===== config.mk =====
export PLATFORM = sky130hd
export DESIGN_NAME = pcs_tx_am_gbx
export DESIGN_NICKNAME = d
export VERILOG_FILES = /design/src/rtl/pcs_tx_am_gbx.sv
export SDC_FILE = /design/constraint.sdc
export NUM_CORES = 2
export LEC_CHECK = 0
export CAP_MARGIN = 20
export CORE_ASPECT_RATIO = 0.5
export CORE_MARGIN = 2
export CORE_UTILIZATION = 27
export CTS_BUF_LIST = sky130_fd_sc_hd__clkbuf_4 sky130_fd_sc_hd__clkbuf_8
export DETAILED_ROUTE_END_ITERATION = 6
export MAX_ROUTING_LAYER = met4
export PLACE_DENSITY = 0.45
export SLEW_MARGIN = 20
export SYNTH_ARGS = -nofsm -noshare
export SYNTH_HDL_FRONTEND = slang
export SYNTH_HIERARCHICAL = 1
export SYNTH_SLANG_ARGS = --single-unit

===== constraint.sdc =====
create_clock -name clk -period 7.25 [get_ports clk]
set_input_delay 0.725 -clock clk [delete_from_list [all_inputs] [get_ports clk]]
set_output_delay 0.725 -clock clk [all_outputs]
set_load 0.03 [all_outputs]

===== src/rtl/pcs_tx_am_gbx.sv =====
// Multi-lane PCS TX back-end: alignment-marker insertion, idle fill and 66b->64b gearbox.
// One shared slot sequencer; each lane owns its own gearbox residue.

module pcs_tx_am_gbx_lane #(
  parameter int DATA_W = 64,
  parameter int HEAD_W = 2,
  parameter int SEQ_W  = 6
) (
  input  logic                     clk,
  input  logic                     nreset,
  input  logic [SEQ_W-1:0]         seq_q,
  input  logic [DATA_W+HEAD_W-1:0] blk,
  output logic [DATA_W-1:0]        data_o
);
  localparam int CAT_W = 2*DATA_W;
  localparam logic [SEQ_W-1:0] SEQ_PAUSE = SEQ_W'(DATA_W/HEAD_W);

  logic [DATA_W-1:0] res_q;
  logic [CAT_W-1:0]  cat;

  // Residue holds HEAD_W*seq_q bits at the bottom; the new block lands right above it.
  assign cat = {{DATA_W{1'b0}}, res_q}
             | ({{(CAT_W-DATA_W-HEAD_W){1'b0}}, blk} << (int'(seq_q) * HEAD_W));

  always_ff @(posedge clk) begin
    if (!nreset) begin
      res_q  <= '0;
      data_o <= '0;
    end else if (seq_q == SEQ_PAUSE) begin
      data_o <= res_q;
      res_q  <= '0;
    end else begin
      data_o <= cat[DATA_W-1:0];
      res_q  <= cat[CAT_W-1:DATA_W];
    end
  end
endmodule

module pcs_tx_am_gbx #(
  parameter int LANE_N    = 4,
  parameter int DATA_W    = 64,
  parameter int HEAD_W    = 2,
  parameter int AM_PERIOD = 16383,
  parameter int AM_CNT_W  = $clog2(AM_PERIOD+1),
  parameter int SEQ_W     = 6
) (
  input  logic                     clk,
  input  logic                     nreset,
  input  logic                     valid_i,
  input  logic [LANE_N*HEAD_W-1:0] head_i,
  input  logic [LANE_N*DATA_W-1:0] data_i,
  input  logic [LANE_N*DATA_W-1:0] am_i,
  output logic                     ready_o,
  output logic                     am_v_o,
  output logic                     underflow_o,
  output logic [LANE_N*DATA_W-1:0] data_o
);
  localparam bit                  AM_EN     = LANE_N > 1;
  localparam logic [SEQ_W-1:0]    SEQ_PAUSE = SEQ_W'(DATA_W/HEAD_W);
  localparam logic [HEAD_W-1:0]   HEAD_CTL  = HEAD_W'(2'b10);
  localparam logic [DATA_W-1:0]   IDLE_BLK  = DATA_W'(64'h1E);

  typedef struct packed {
    logic [DATA_W-1:0] data;
    logic [HEAD_W-1:0] head;
  } blk_t;

  logic [SEQ_W-1:0]    seq_q;
  logic [AM_CNT_W-1:0] am_cnt_q;
  logic                pause, am_slot, dat_slot;
  blk_t [LANE_N-1:0]   blk;

  // Pause outranks a due marker, which then simply waits one cycle.
  assign pause    = seq_q == SEQ_PAUSE;
  assign am_slot  = AM_EN && !pause && (am_cnt_q == AM_CNT_W'(AM_PERIOD));
  assign dat_slot = !pause && !am_slot;

  assign ready_o     = nreset & dat_slot;
  assign am_v_o      = nreset & am_slot;
  assign underflow_o = ready_o & ~valid_i;

  always_ff @(posedge clk) begin
    if (!nreset) begin
      seq_q    <= '0;
      am_cnt_q <= '0;
    end else begin
      seq_q <= pause ? '0 : seq_q + SEQ_W'(1);
      if (am_slot)
        am_cnt_q <= '0;
      else if (dat_slot && AM_EN)
        am_cnt_q <= am_cnt_q + AM_CNT_W'(1);
    end
  end

  always_comb begin
    for (int l = 0; l < LANE_N; l++) begin
      blk[l].head = HEAD_CTL;
      blk[l].data = IDLE_BLK;
      if (am_slot) begin
        blk[l].data = am_i[l*DATA_W +: DATA_W];
      end else if (valid_i) begin
        blk[l].head = head_i[l*HEAD_W +: HEAD_W];
        blk[l].data = data_i[l*DATA_W +: DATA_W];
      end
    end
  end

  for (genvar l = 0; l < LANE_N; l++) begin : g_lane
    pcs_tx_am_gbx_lane #(.DATA_W(DATA_W), .HEAD_W(HEAD_W), .SEQ_W(SEQ_W)) u_lane (
      .clk    (clk),
      .nreset (nreset),
      .seq_q  (seq_q),
      .blk    (blk[l]),
      .data_o (data_o[l*DATA_W +: DATA_W])
    );
  end
endmodule


[After elaboration in Yosys (flattened, before gate mapping)]
Cells that the tools add are included.
Word-level totals
  bits of input ports: 523
  logic and storage cells: 49
  register bits after elaboration: 532
Operators by class
  equal/unequal tests: 2
  reduce and logical (&&, ||, !) cells: 6
  bitwise logic cells: 9
  mux-type cells: 16
  shifts and indexed selects: 4
  add/subtract/negate cells: 2
Operators by type and width (count)
  2-to-1 mux 64 bit: 8
  OR 64 x 128 -> 128 bit: 4
  << shifter 66 x 7 -> 128 bit: 4
  2-to-1 mux 66 bit: 4
  adder 14 x 1 -> 14 bit (second input constant): 1
  == test 14 bit (second input constant): 1
  2-to-1 mux 2 bit: 4
  adder 6 x 1 -> 6 bit (second input constant): 1
  == test 6 bit (second input constant): 1
  OR reduction 2 bit: 2
  AND 1 bit: 3
  logical AND 1 bit: 2
  zero test 1 bit: 2
  inverter 1 bit: 2

[Longest topological paths before layout]
  depth in word-level cells: 7
  depth in mapped cells: 13
  gate-level depth less buffers: 11

[Modules after synthesis]
The synthesis kept the hierarchy.
Modules (own cells, without submodules)
  pcs_tx_am_gbx_lane: area an instance 8723.4 µm², instances 4, sequential area each 2562.5 µm², cells each 951
  pcs_tx_am_gbx: area an instance 5156.2 µm², instances 1, sequential area each 400.4 µm², cells each 1010

[Worst setup path before layout]
No wires, ideal clock.
  path type: register to register
  start: register seq_q[5]
  end: register g_lane[0].u_lane.res_q[16]
  path slack: 3645 ps
  required time: 7134 ps
  cell stages (with the launch flop): 12
  data arrival time: 3489 ps
  library setup time: 116 ps
  path through: dfxtp_1 > nor4bb_1 > nand2_1 > clkbuf_1 > clkbuf_1 > nand3_1 > o21ai_0 > mux4_2 > a222oi_1 > nand2_1 > and3_1 > o211a_1
RTL lines
  from (decl): line 68  | logic [SEQ_W-1:0] seq_q;
  from (signal assigned): line 87  | seq_q <= pause ? '0 : seq_q + SEQ_W'(1);
  to (signal assigned): line 34  | res_q <= cat[CAT_W-1:DATA_W];
  to (decl): line 18  | logic [DATA_W-1:0] res_q;

==> impl_metrics.env <==
export IMPL_timing_setup_tns_ns=0
export IMPL_async_flop_share_pct=0
export IMPL_grt_pass1_vias=42400
export IMPL_path_cells="ha_1 > and4_1 > or4b_4 > nor2_4 > buf_12 > buf_4 > o21ai_0 > mux4_2 > mux2i_1 > mux2i_1 > mux2i_1 > o32ai_1"
export IMPL_timing_reg2reg_worst_path_depth=12
export IMPL_route_final_wire_length_um=252000
export IMPL_synth_area_leader="dfxtp_1"
export IMPL_finalHoldViolations=0
export IMPL_die_outline_area_mm2=0.152
export IMPL_areaGrowthSynthToFinish_pct=28.2
export IMPL_layout_drive_gt1_share_pct=13.5
export IMPL_cts_hold_buffers_added=0
export IMPL_crit_fanout=79
export IMPL_cpPeakStageDelay_ns=0.74
export IMPL_outcome="finished, violations left"
export IMPL_r2r_setup_slk_ns=1.76
export IMPL_post_dp_cell_area_mm2=0.0492
export IMPL_tritoncts="built"
export IMPL_ant_nets=0
export IMPL_timing_critical_path_mode_cell="mux2i_1"
export IMPL_worst_endpoint_required_ns=7.87
export IMPL_avg_synthesized_cell_area_um2=8.32
export IMPL_post_synth_inst_count=4814
export IMPL_criticalPathCategory="register to register"
export IMPL_reg2reg_to="g_lane[0].u_lane/res_q[59]"
export IMPL_layout_nets=5889
export IMPL_min_period_ns=5.49
export IMPL_io_buffers=781
export IMPL_synth_top_cells_by_count="621 x nand2_1, 532 x dfxtp_1, 421 x nor2_1"
export IMPL_cts_htree_levels=3
export IMPL_antenna_found_initial=42
export IMPL_cts_root_buffer_cell="clkbuf_8"
export IMPL_max_cap_viol_count=0
export IMPL_initialDrtViolationCount=7102
export IMPL_clk_insertion_delay_late_ns=0.83
export IMPL_syn_num_nets=5340
export IMPL_fmax_mhz=182
export IMPL_holdPathStages=2
export IMPL_top_cell_family_by_delay_on_the_critical_path="multiplexers"
export IMPL_io_pins=782
export IMPL_worst_slew_pin_slew_ns=1.33
export IMPL_grt_first_pass_wirelength_um=347000
export IMPL_failed_checks="design-rule violations"
export IMPL_number_of_synthesis_warnings=6
export IMPL_report_final_slew_viol_count=0
export IMPL_final_setup_skew_ns=0.0879
export IMPL_cts_path_max_buffers=3
export IMPL_synth_main_ff_cell="dfxtp_1"
export IMPL_fraction_of_the_yosys_area_taken_by_sequential_cells_pct=26.6
export IMPL_crit_buf_inv=2
export IMPL_start_util_pct=27.3
export IMPL_end_kind="register"
export IMPL_core_area_mm2=0.147
export IMPL_post_dp_hpwl_um=192000
export IMPL_grt_setup_unrepaired="false"
export IMPL_slew_headroom_pct=11.1
export IMPL_final_core_util_pct=35.0
export IMPL_drc_violation_count_after_routing=3
export IMPL_hold_class="primary input to register"
export IMPL_multiInputGateArea_mm2=0.0270
export IMPL_fill_cells=15300
export IMPL_postCtsSetupBuffers=0
export IMPL_synth_edf_count=0
export IMPL_wire_per_inst_um=33.9
export IMPL_worstSetupStartpoint="am_cnt_q[0]"
export IMPL_power_density_cell_area_mw_per_mm2=190
export IMPL_synth_cell_types=81
export IMPL_cp_arrival_ns=6.12
export IMPL_postSynthRegisterBits=532
export IMPL_grt_overflow_total=0
export IMPL_numClockSinks=532
export IMPL_placement_rows=99
export IMPL_route_vias_total=45400
export IMPL_grt_start_max_net_pins=154
export IMPL_final_seq_area_mm2=0.0107
export IMPL_final_min_period_over_clock_period_pct=75.8
export IMPL_critPathLaunchType="register"
export IMPL_die_h_um=276
export IMPL_synthTopCellsByArea="dfxtp_1 27%, mux4_2 14%, mux2i_1 6.7%"
export IMPL_die_width_um=549
export IMPL_max_stage_delay_cell_worst_path="mux2i_1"
export IMPL_grt_total_usage_pct=32.6
export IMPL_vdd_ir_drop_worst_mv=0.108
export IMPL_holdCritStartpoint="nreset"
export IMPL_clk_pin_slew_ns=0.07
export IMPL_cts_made_buffers=87
export IMPL_finish_instance_area_mm2=0.0514
export IMPL_post_synth_instance_area_mm2=0.0400
export IMPL_post_cts_resized=0
export IMPL_yosysMostFrequentCell="nand2_1"
export IMPL_firstDrtPassIters=7
export IMPL_final_report_setup_violation_count=0
export IMPL_synth_largest_type_area_fraction_pct=26.6
export IMPL_gp_congestion=1.02
export IMPL_worst_r2r_startpoint="am_cnt_q[0]"
export IMPL_power_static_leakage_nw=17.8
export IMPL_route_detailed_vias_per_inst=6.11
export IMPL_whs_endpoint="seq_q[4]"
state kept, by name (all words and copies together) (netlist names):
| signal | count |
|---|---|
| seq_q | 6 |
| am_cnt_q | 14 |
| g_lane.u_lane/res_q | 256 |
| g_lane.u_lane/data_o | 256 |
how the worst max path moves through the flow:
stage / endpoint / slack, ns / depth (start not counted)
global placement: g_lane[2].u_lane/data_o[38] / 1.92 / 11
finish: g_lane[0].u_lane/res_q[59] / 1.76 / 12
global route: g_lane[2].u_lane/data_o[38] / 1.54 / 11
detailed placement: g_lane[2].u_lane/data_o[38] / 1.87 / 11
CTS: g_lane[2].u_lane/data_o[38] / 1.82 / 11
floorplan: g_lane[0].u_lane/res_q[16] / 3.65 / 11
per-stage QoR:
stage | hold slack [ns] | total power [mW] | cells | setup WS [ns]
5_1_grt | 0.324 | 10.0 | 7428 | 1.54
3_3_place_gp | 0.416 | 6.43 | 7242 | 1.92
3_5_place_dp | 0.421 | 6.41 | 7242 | 1.87
2_1_floorplan | 0.401 | 4.93 | 4814 | 3.65
6_report | 0.377 | 9.74 | 7433 | 1.76
4_1_cts | 0.304 | 9.68 | 7400 | 1.82
placed cells by master (no fill, tap or decap), types with 107 or more instances in the layout:
cell type          n
o21ai_0          350
clkdlybuf4s50_1  779
nor2_1           418
mux2_2           137
a21oi_1          232
nand3_1          311
mux4_2           244
mux2i_1          268
dfxtp_1          526
buf_4            107
nand2_1          619
power by group:
part	internal [mW]	total [mW]	switching, mW
clock	1.76	3.25	1.49
sequential	3.07	3.15	0.0835
combinational	1.23	3.33	2.10
total	6.06	9.74	3.67
per-layer routing:
| metal | wire length [um] | track usage [%] | up-vias |
|---|---|---|---|
| li1 | - | - | 19300 |
| met1 | 114000 | 46.5 | 23000 |
| met2 | 105000 | 44.8 | 2853 |
| met3 | 28400 | 9.58 | 302 |
| met4 | 5140 | 7.04 | 0 |
| met5 | 0 | - | - |
cell families (layout without fill, tap and decap cells):
group,after synthesis,count (layout),synth area share (%)
AOI/OAI and AO/OA,1452,1452,23.9
adders and majority gates,3,3,0.0937
buffers and inverters,507,1125,6.10
other,0,32,0
muxes,657,657,24.6
DFF,532,532,26.6
xor gates and xnor gates,8,8,0.175
and+or+nand+nor,1655,1655,18.5
layout make-up:
cell class	instances	area share (%)
Clock inverter	43	1.08
Timing Repair Buffer	897	17.2
Antenna cell	32	0.156
Inverter	70	0.512
Multi-Input combinational cell	3775	52.6
Tap cell	1969	4.80
Sequential cell	532	20.8
Clock buffer	115	2.92
Power figures use the tool's default switching activity.
